`src/rtl/system_counter_csr.sv`:
```
// system_counter_csr: per-hart counter/CSR block. Cycle, time, instret and
// NUM_HPM event counters (CNT_WIDTH wide, accessed in XLEN halves), the
// mcountinhibit register and a mtimecmp register driving a timer interrupt.
//
// Request/response: a request is accepted in every cycle i_csr_valid is high
// (there is no ready; the block never stalls). Its response is presented with
// o_rd_valid exactly one cycle later, with o_illegal and o_rdata qualified by
// o_rd_valid. o_rdata carries the CSR value as it was before the request's
// own update, and is 0 for an illegal request.
module system_counter_csr #(
   parameter int XLEN         = 32,
   parameter int CNT_WIDTH    = 64,
   parameter int TIME_CNT_PER = 1024,
   parameter int NUM_HPM      = 4
) (
   input  logic               i_aclk,
   input  logic               i_areset,
   input  logic               i_csr_valid,
   input  logic [1:0]         i_csr_op,
   input  logic [11:0]        i_csr_addr,
   input  logic [XLEN-1:0]    i_csr_wdata,
   input  logic               i_instret,
   input  logic [NUM_HPM-1:0] i_hpm_event,
   output logic               o_rd_valid,
   output logic [XLEN-1:0]    o_rdata,
   output logic               o_illegal,
   output logic               o_timer_irq
);

   // Counter index space: 0 cycle, 1 time, 2 instret, 3+k hpm k.
   localparam int NCNT = 3 + NUM_HPM;
   localparam int PW   = $clog2(TIME_CNT_PER);
   localparam logic [PW-1:0] PRESC_LAST = PW'(TIME_CNT_PER - 1);
   // Writable inhibit bits: 0 (cycle), 2 (instret), 3..NCNT-1 (hpm).
   localparam logic [XLEN-1:0] INH_MASK =
      XLEN'(((64'd1 << NCNT) - 64'd1) & 64'hFFFF_FFFF_FFFF_FFFD);

   typedef enum logic [1:0] {
      OP_READ  = 2'd0,
      OP_WRITE = 2'd1,
      OP_SET   = 2'd2,
      OP_CLEAR = 2'd3
   } csr_op_e;

   logic [CNT_WIDTH-1:0] cnt_q [NCNT];
   logic [CNT_WIDTH-1:0] cnt_d [NCNT];
   logic [PW-1:0]        presc_q, presc_d;
   logic [XLEN-1:0]      inh_q, inh_d;
   logic [CNT_WIDTH-1:0] cmp_q, cmp_d;
   logic                 rd_valid_q, rd_valid_d;
   logic [XLEN-1:0]      rdata_q, rdata_d;
   logic                 illegal_q, illegal_d;
   logic                 irq_q, irq_d;

   csr_op_e         op;
   logic [6:0]      idx;
   logic            hi_half;
   logic            sel_ro, sel_cnt, sel_inh, sel_cmp;
   logic            legal, do_write, tick;
   logic [XLEN-1:0] old_val, new_val;
   logic [NCNT-1:0] inc;

   // Address decode, old-value mux and read-modify-write operand.
   always_comb begin
      op      = csr_op_e'(i_csr_op);
      idx     = i_csr_addr[6:0];
      hi_half = i_csr_addr[7];
      sel_ro  = (i_csr_addr[11:8] == 4'hC) && (idx < 7'(NCNT));
      // 0xB01/0xB81 would be a writable time counter, which does not exist.
      sel_cnt = (i_csr_addr[11:8] == 4'hB) && (idx < 7'(NCNT)) && (idx != 7'd1);
      sel_inh = (i_csr_addr == 12'h320);
      sel_cmp = (i_csr_addr[11:1] == 11'h3E0);
      legal   = (sel_ro && (op == OP_READ)) || sel_cnt || sel_inh || sel_cmp;

      old_val = '0;
      if (sel_ro || sel_cnt) begin
         for (int i = 0; i < NCNT; i++) begin
            if (idx == 7'(i)) begin
               old_val = hi_half ? cnt_q[i][CNT_WIDTH-1:XLEN] : cnt_q[i][XLEN-1:0];
            end
         end
      end else if (sel_inh) begin
         old_val = inh_q;
      end else if (sel_cmp) begin
         old_val = i_csr_addr[0] ? cmp_q[CNT_WIDTH-1:XLEN] : cmp_q[XLEN-1:0];
      end

      case (op)
         OP_WRITE: new_val = i_csr_wdata;
         OP_SET:   new_val = old_val | i_csr_wdata;
         OP_CLEAR: new_val = old_val & ~i_csr_wdata;
         default:  new_val = old_val;
      endcase

      // SET/CLEAR with a zero operand is a pure read.
      do_write = i_csr_valid && legal && !sel_ro &&
                 ((op == OP_WRITE) || ((op != OP_READ) && (i_csr_wdata != '0)));
   end

   // Next state for counters, prescaler, inhibit, mtimecmp and the interrupt.
   always_comb begin
      tick    = (presc_q == PRESC_LAST);
      presc_d = tick ? '0 : presc_q + PW'(1);

      // Increments use the inhibit value held before this cycle's write.
      inc    = '0;
      inc[0] = ~inh_q[0];
      inc[1] = tick;
      inc[2] = i_instret & ~inh_q[2];
      for (int k = 0; k < NUM_HPM; k++) begin
         inc[3+k] = i_hpm_event[k] & ~inh_q[3+k];
      end

      // A half write merges with the un-incremented value, so the increment
      // (and any carry into the other half) is dropped in that cycle.
      for (int i = 0; i < NCNT; i++) begin
         cnt_d[i] = cnt_q[i] + CNT_WIDTH'(inc[i]);
         if (do_write && sel_cnt && (idx == 7'(i))) begin
            cnt_d[i] = hi_half ? {new_val, cnt_q[i][XLEN-1:0]}
                               : {cnt_q[i][CNT_WIDTH-1:XLEN], new_val};
         end
      end

      inh_d = inh_q;
      if (do_write && sel_inh) begin
         inh_d = new_val & INH_MASK;
      end

      cmp_d = cmp_q;
      if (do_write && sel_cmp) begin
         cmp_d = i_csr_addr[0] ? {new_val, cmp_q[XLEN-1:0]}
                               : {cmp_q[CNT_WIDTH-1:XLEN], new_val};
      end

      irq_d = (cnt_d[1] >= cmp_d);
   end

   // Registered response for the request presented this cycle.
   always_comb begin
      rd_valid_d = i_csr_valid;
      illegal_d  = i_csr_valid && !legal;
      rdata_d    = (i_csr_valid && legal) ? old_val : '0;
   end

   // State registers; asynchronous reset drops any pending response.
   always_ff @(posedge i_aclk or posedge i_areset) begin
      if (i_areset) begin
         for (int i = 0; i < NCNT; i++) begin
            cnt_q[i] <= '0;
         end
         presc_q    <= '0;
         inh_q      <= '0;
         cmp_q      <= '1;
         rd_valid_q <= 1'b0;
         rdata_q    <= '0;
         illegal_q  <= 1'b0;
         irq_q      <= 1'b0;
      end else begin
         for (int i = 0; i < NCNT; i++) begin
            cnt_q[i] <= cnt_d[i];
         end
         presc_q    <= presc_d;
         inh_q      <= inh_d;
         cmp_q      <= cmp_d;
         rd_valid_q <= rd_valid_d;
         rdata_q    <= rdata_d;
         illegal_q  <= illegal_d;
         irq_q      <= irq_d;
      end
   end

   assign o_rd_valid  = rd_valid_q;
   assign o_rdata     = rdata_q;
   assign o_illegal   = illegal_q;
   assign o_timer_irq = irq_q;

endmodule

```
`config.mk`:
```
export PLATFORM = sky130hd
export DESIGN_NAME = system_counter_csr
export DESIGN_NICKNAME = d
export VERILOG_FILES = /design/src/rtl/system_counter_csr.sv
export SDC_FILE = /design/constraint.sdc
export NUM_CORES = 2
export LEC_CHECK = 0
export BUFFER_PORTS_ARGS = -buffer_cell sky130_fd_sc_hd__buf_4
export CORE_ASPECT_RATIO = 1.25
export CORE_MARGIN = 4
export CORE_UTILIZATION = 40
export CTS_BUF_LIST = sky130_fd_sc_hd__clkbuf_8 sky130_fd_sc_hd__clkbuf_16
export DETAILED_ROUTE_END_ITERATION = 8
export PLACE_DENSITY_LB_ADDON = 0.05
export SLEW_MARGIN = 40
export SYNTH_ARGS = -nofsm -noshare
export SYNTH_HDL_FRONTEND = slang
export SYNTH_SLANG_ARGS = --single-unit
```
`constraint.sdc`:
```
create_clock -name i_aclk -period 24.8 [get_ports i_aclk]
set_input_delay 3.72 -clock i_aclk [delete_from_list [all_inputs] [get_ports i_aclk]]
set_output_delay 3.72 -clock i_aclk [all_outputs]
set_load 0.01 [all_outputs]
```
==> impl_metrics.ini <==
[status]
outcome = complete, no violations

[critical_path]
reg2reg_to = o_timer_irq
critPathKind = input port to flop
critPathMaxFanout = 57
start_kind = input port
crit_arrival_ns = 9.32
reg2regPathDepth = 20
r2r-start = presc_q[0]
ff2ff_setup_slack_ns = 19.61
cp-end-kind = flop
cp-startpoint = i_csr_addr[7]
required_ns = 25.31

[floorplanning]
fp.coreArea_sq_mm = 0.0935
initial_core_util = 0.405
io_pins = 89
rows = 125
dieArea_sq_mm = 0.0997
fp.dieH_um = 352
die_w_um = 283

[cts]
clkSlewWorstSetupHoldPaths_ns = 0.06
numCtsBuffers = 69
cts_max_level = 3
clock-sinks = 563
clock-root-buffer = clkbuf_16
cts_setup_buffers = 0
ctsResizeCount = 0
cts_tree = yes
cts.path.max_buffers = 3
clock_latency_ns = 0.63
hold_buffers = 0

[power_and_ir_drop]
p_leak_nw = 16.9
ir_worst_vdd_v = 0.0000493
pwr_density_cell_mw_per_mm2 = 51.5

[sta]
finClkSkew_ns = 0.0199
timing.fmax_mhz = 113
setup_viol = 0
max-slew-margin-rel = 0.371
hold_viol = 0
drv_slew = 0
tightest_slew_ns = 0.941
worst_slack_ns = 15.99
setup_tns_ns = 0
rsz0062_at_grt = false
fin_crit_sh = 0.355
fin_crit_ns = 8.81

[place]
port-buffer-count = 88
place_ws_ns = 15.33
place_hpwl_mm = 130
dp.cells = 5316
gp_congestion = 1.06

[yosys]
syn_inst = 4194
yosysUniqueCellTypes = 99
synth_flop_cell = dfrtp_1
synth.largest_area_cell = dfrtp_1
ys_top_cells_by_area = dfrtp_1 33%, mux2i_1 6.1%, nand2_1 5.0%
synth_warnings = 0
synth_seq_area_share = 0.374
synth_area_sq_mm = 0.0379
avgSynthCellArea_sq_um = 9.03
yosysTopAreaCellShare = 0.330
synth_nets = 4327
synth_seq_cells = 563
async_flop_share = 1.00
synth_edf_count = 0

[cells_and_area]
stdcell_count = 5444
final_cell_mix = 502 x nand2_1, 499 x dfrtp_1, 292 x nand3_1
drive_gt1_frac = 0.154
area_growth_pct = 11.2
multi_input_area_sq_mm = 0.0225
register_area_sq_mm = 0.0142
layout_commonest_cell = nand2_1
post-route-util = 0.450
fill_cells = 9213
layout.nets = 4314

[grt]
antenna_found_initial = 5
grtUsageTotal = 0.348
overflow = 0
grt_pass1_wl_mm = 256
first_global_vias = 34300
grt_max_degree = 113

[route]
vias = 36000
drt-total-wl_mm = 179
vias_per_cell = 6.61
wl_per_cell_um = 32.9
dr.pass1.iters = 6
drt_iter0_drc = 3959
drtAntennaViolNets = 0
drc = 0

[worst_hold_path]
hp-start = presc_q[9]
hold_class = flop to flop
holdPathEnd = presc_q[9]
holdPathStages = 1

[run]
max-cap-violations = 0
-- sequential cells by signal, indices dropped and copies added (netlist names) --
name and flops:
cmp_q 64, inh_q 6, o_rd_valid 1, presc_q 10
cnt_q 448, o_illegal 1, o_timer_irq 1, o_rdata 32
-- critical path, stage by stage --
cell,delay [ns]
buf_8,0.45
buf_4,0.59
buf_4,0.54
mux2i_1,0.67
o22ai_1,0.18
nand3_1,0.11
o21ai_0,0.19
a222oi_1,0.44
a22o_1,0.25
o21ai_1,0.11
ha_1,0.28
nand2b_1,0.15
a21oi_1,0.17
o21ai_0,0.16
a211oi_1,0.64
o31ai_1,0.17
a31oi_1,0.31
o41ai_1,0.11
-- kinds of logic after synthesis --
family / after synthesis / share of synthesized area
simple gates: 1655 / 0.227
compound gates: 1048 / 0.190
flops: 563 / 0.374
mux: 408 / 0.116
buf+inv: 318 / 0.0376
xor+xnor: 123 / 0.0284
fa+ha+maj: 79 / 0.0261
-- stage by stage --
stage	cell area, sq um	total power (W)	hold WS, ns
4_1_cts	42100	0.00218	0.469
5_1_grt	42100	0.00222	0.495
6_report	42100	0.00217	0.461
3_3_place_gp	39700	0.00113	0.458
3_5_place_dp	39800	0.00113	0.459
2_1_floorplan	37900	0.00104	0.437
-- where the power goes --
| group | total (W) | leakage [nW] | switching, W | internal, W |
|---|---|---|---|---|
| clock | 0.00105 | 1.19 | 0.000441 | 0.000609 |
| sequential | 0.000934 | 7.47 | 0.00000887 | 0.000925 |
| combinational | 0.000184 | 8.24 | 0.000138 | 0.0000461 |
| total | 0.00217 | 16.9 | 0.000588 | 0.00158 |
-- cells in the mapped netlist, drive strengths merged (39+ instances only) --
cell	instances
nand2	512
dfrtp	499
nand3	303
o21ai	290
mux2i	231
nor2	172
mux2	168
o211ai	168
nand4	163
a21oi	141
clkbuf	137
buf	121
and3	110
nor3	89
xnor2	84
ha	79
o21a	72
dfstp	64
or3	60
inv	58
nor4	52
o22ai	52
a211oi	50
and4	41
xor2	39
-- cell type report --
cell class                 count  area share
clock buffer                  84      0.0462
inverter                      60     0.00552
sequential                   563       0.336
antenna                        4    0.000238
clock inverter                40     0.00802
timing repair buffer         174      0.0328
tap                         1206      0.0358
multi-input combinational   3313       0.535
-- metal layers --
layer	share of wire	up-vias	GRT usage
met4	0.064	2	0.178
met3	0.080	418	0.0584
li1	-	15900	-
met5	0.000073	-	0
met1	0.42	17900	0.470
met2	0.44	1740	0.536
-- worst max path at each step --
stage	endpoint	slack [ns]	cells after the start
final	o_timer_irq	15.99	18
after global routing	o_timer_irq	15.91	18
after CTS	o_timer_irq	15.98	16
after detailed placement	o_timer_irq	15.33	16
after global placement	o_timer_irq	15.43	16
after floorplan	cnt_q[0]	5.44	1
Note: power is estimated with default switching activity, not from simulation.
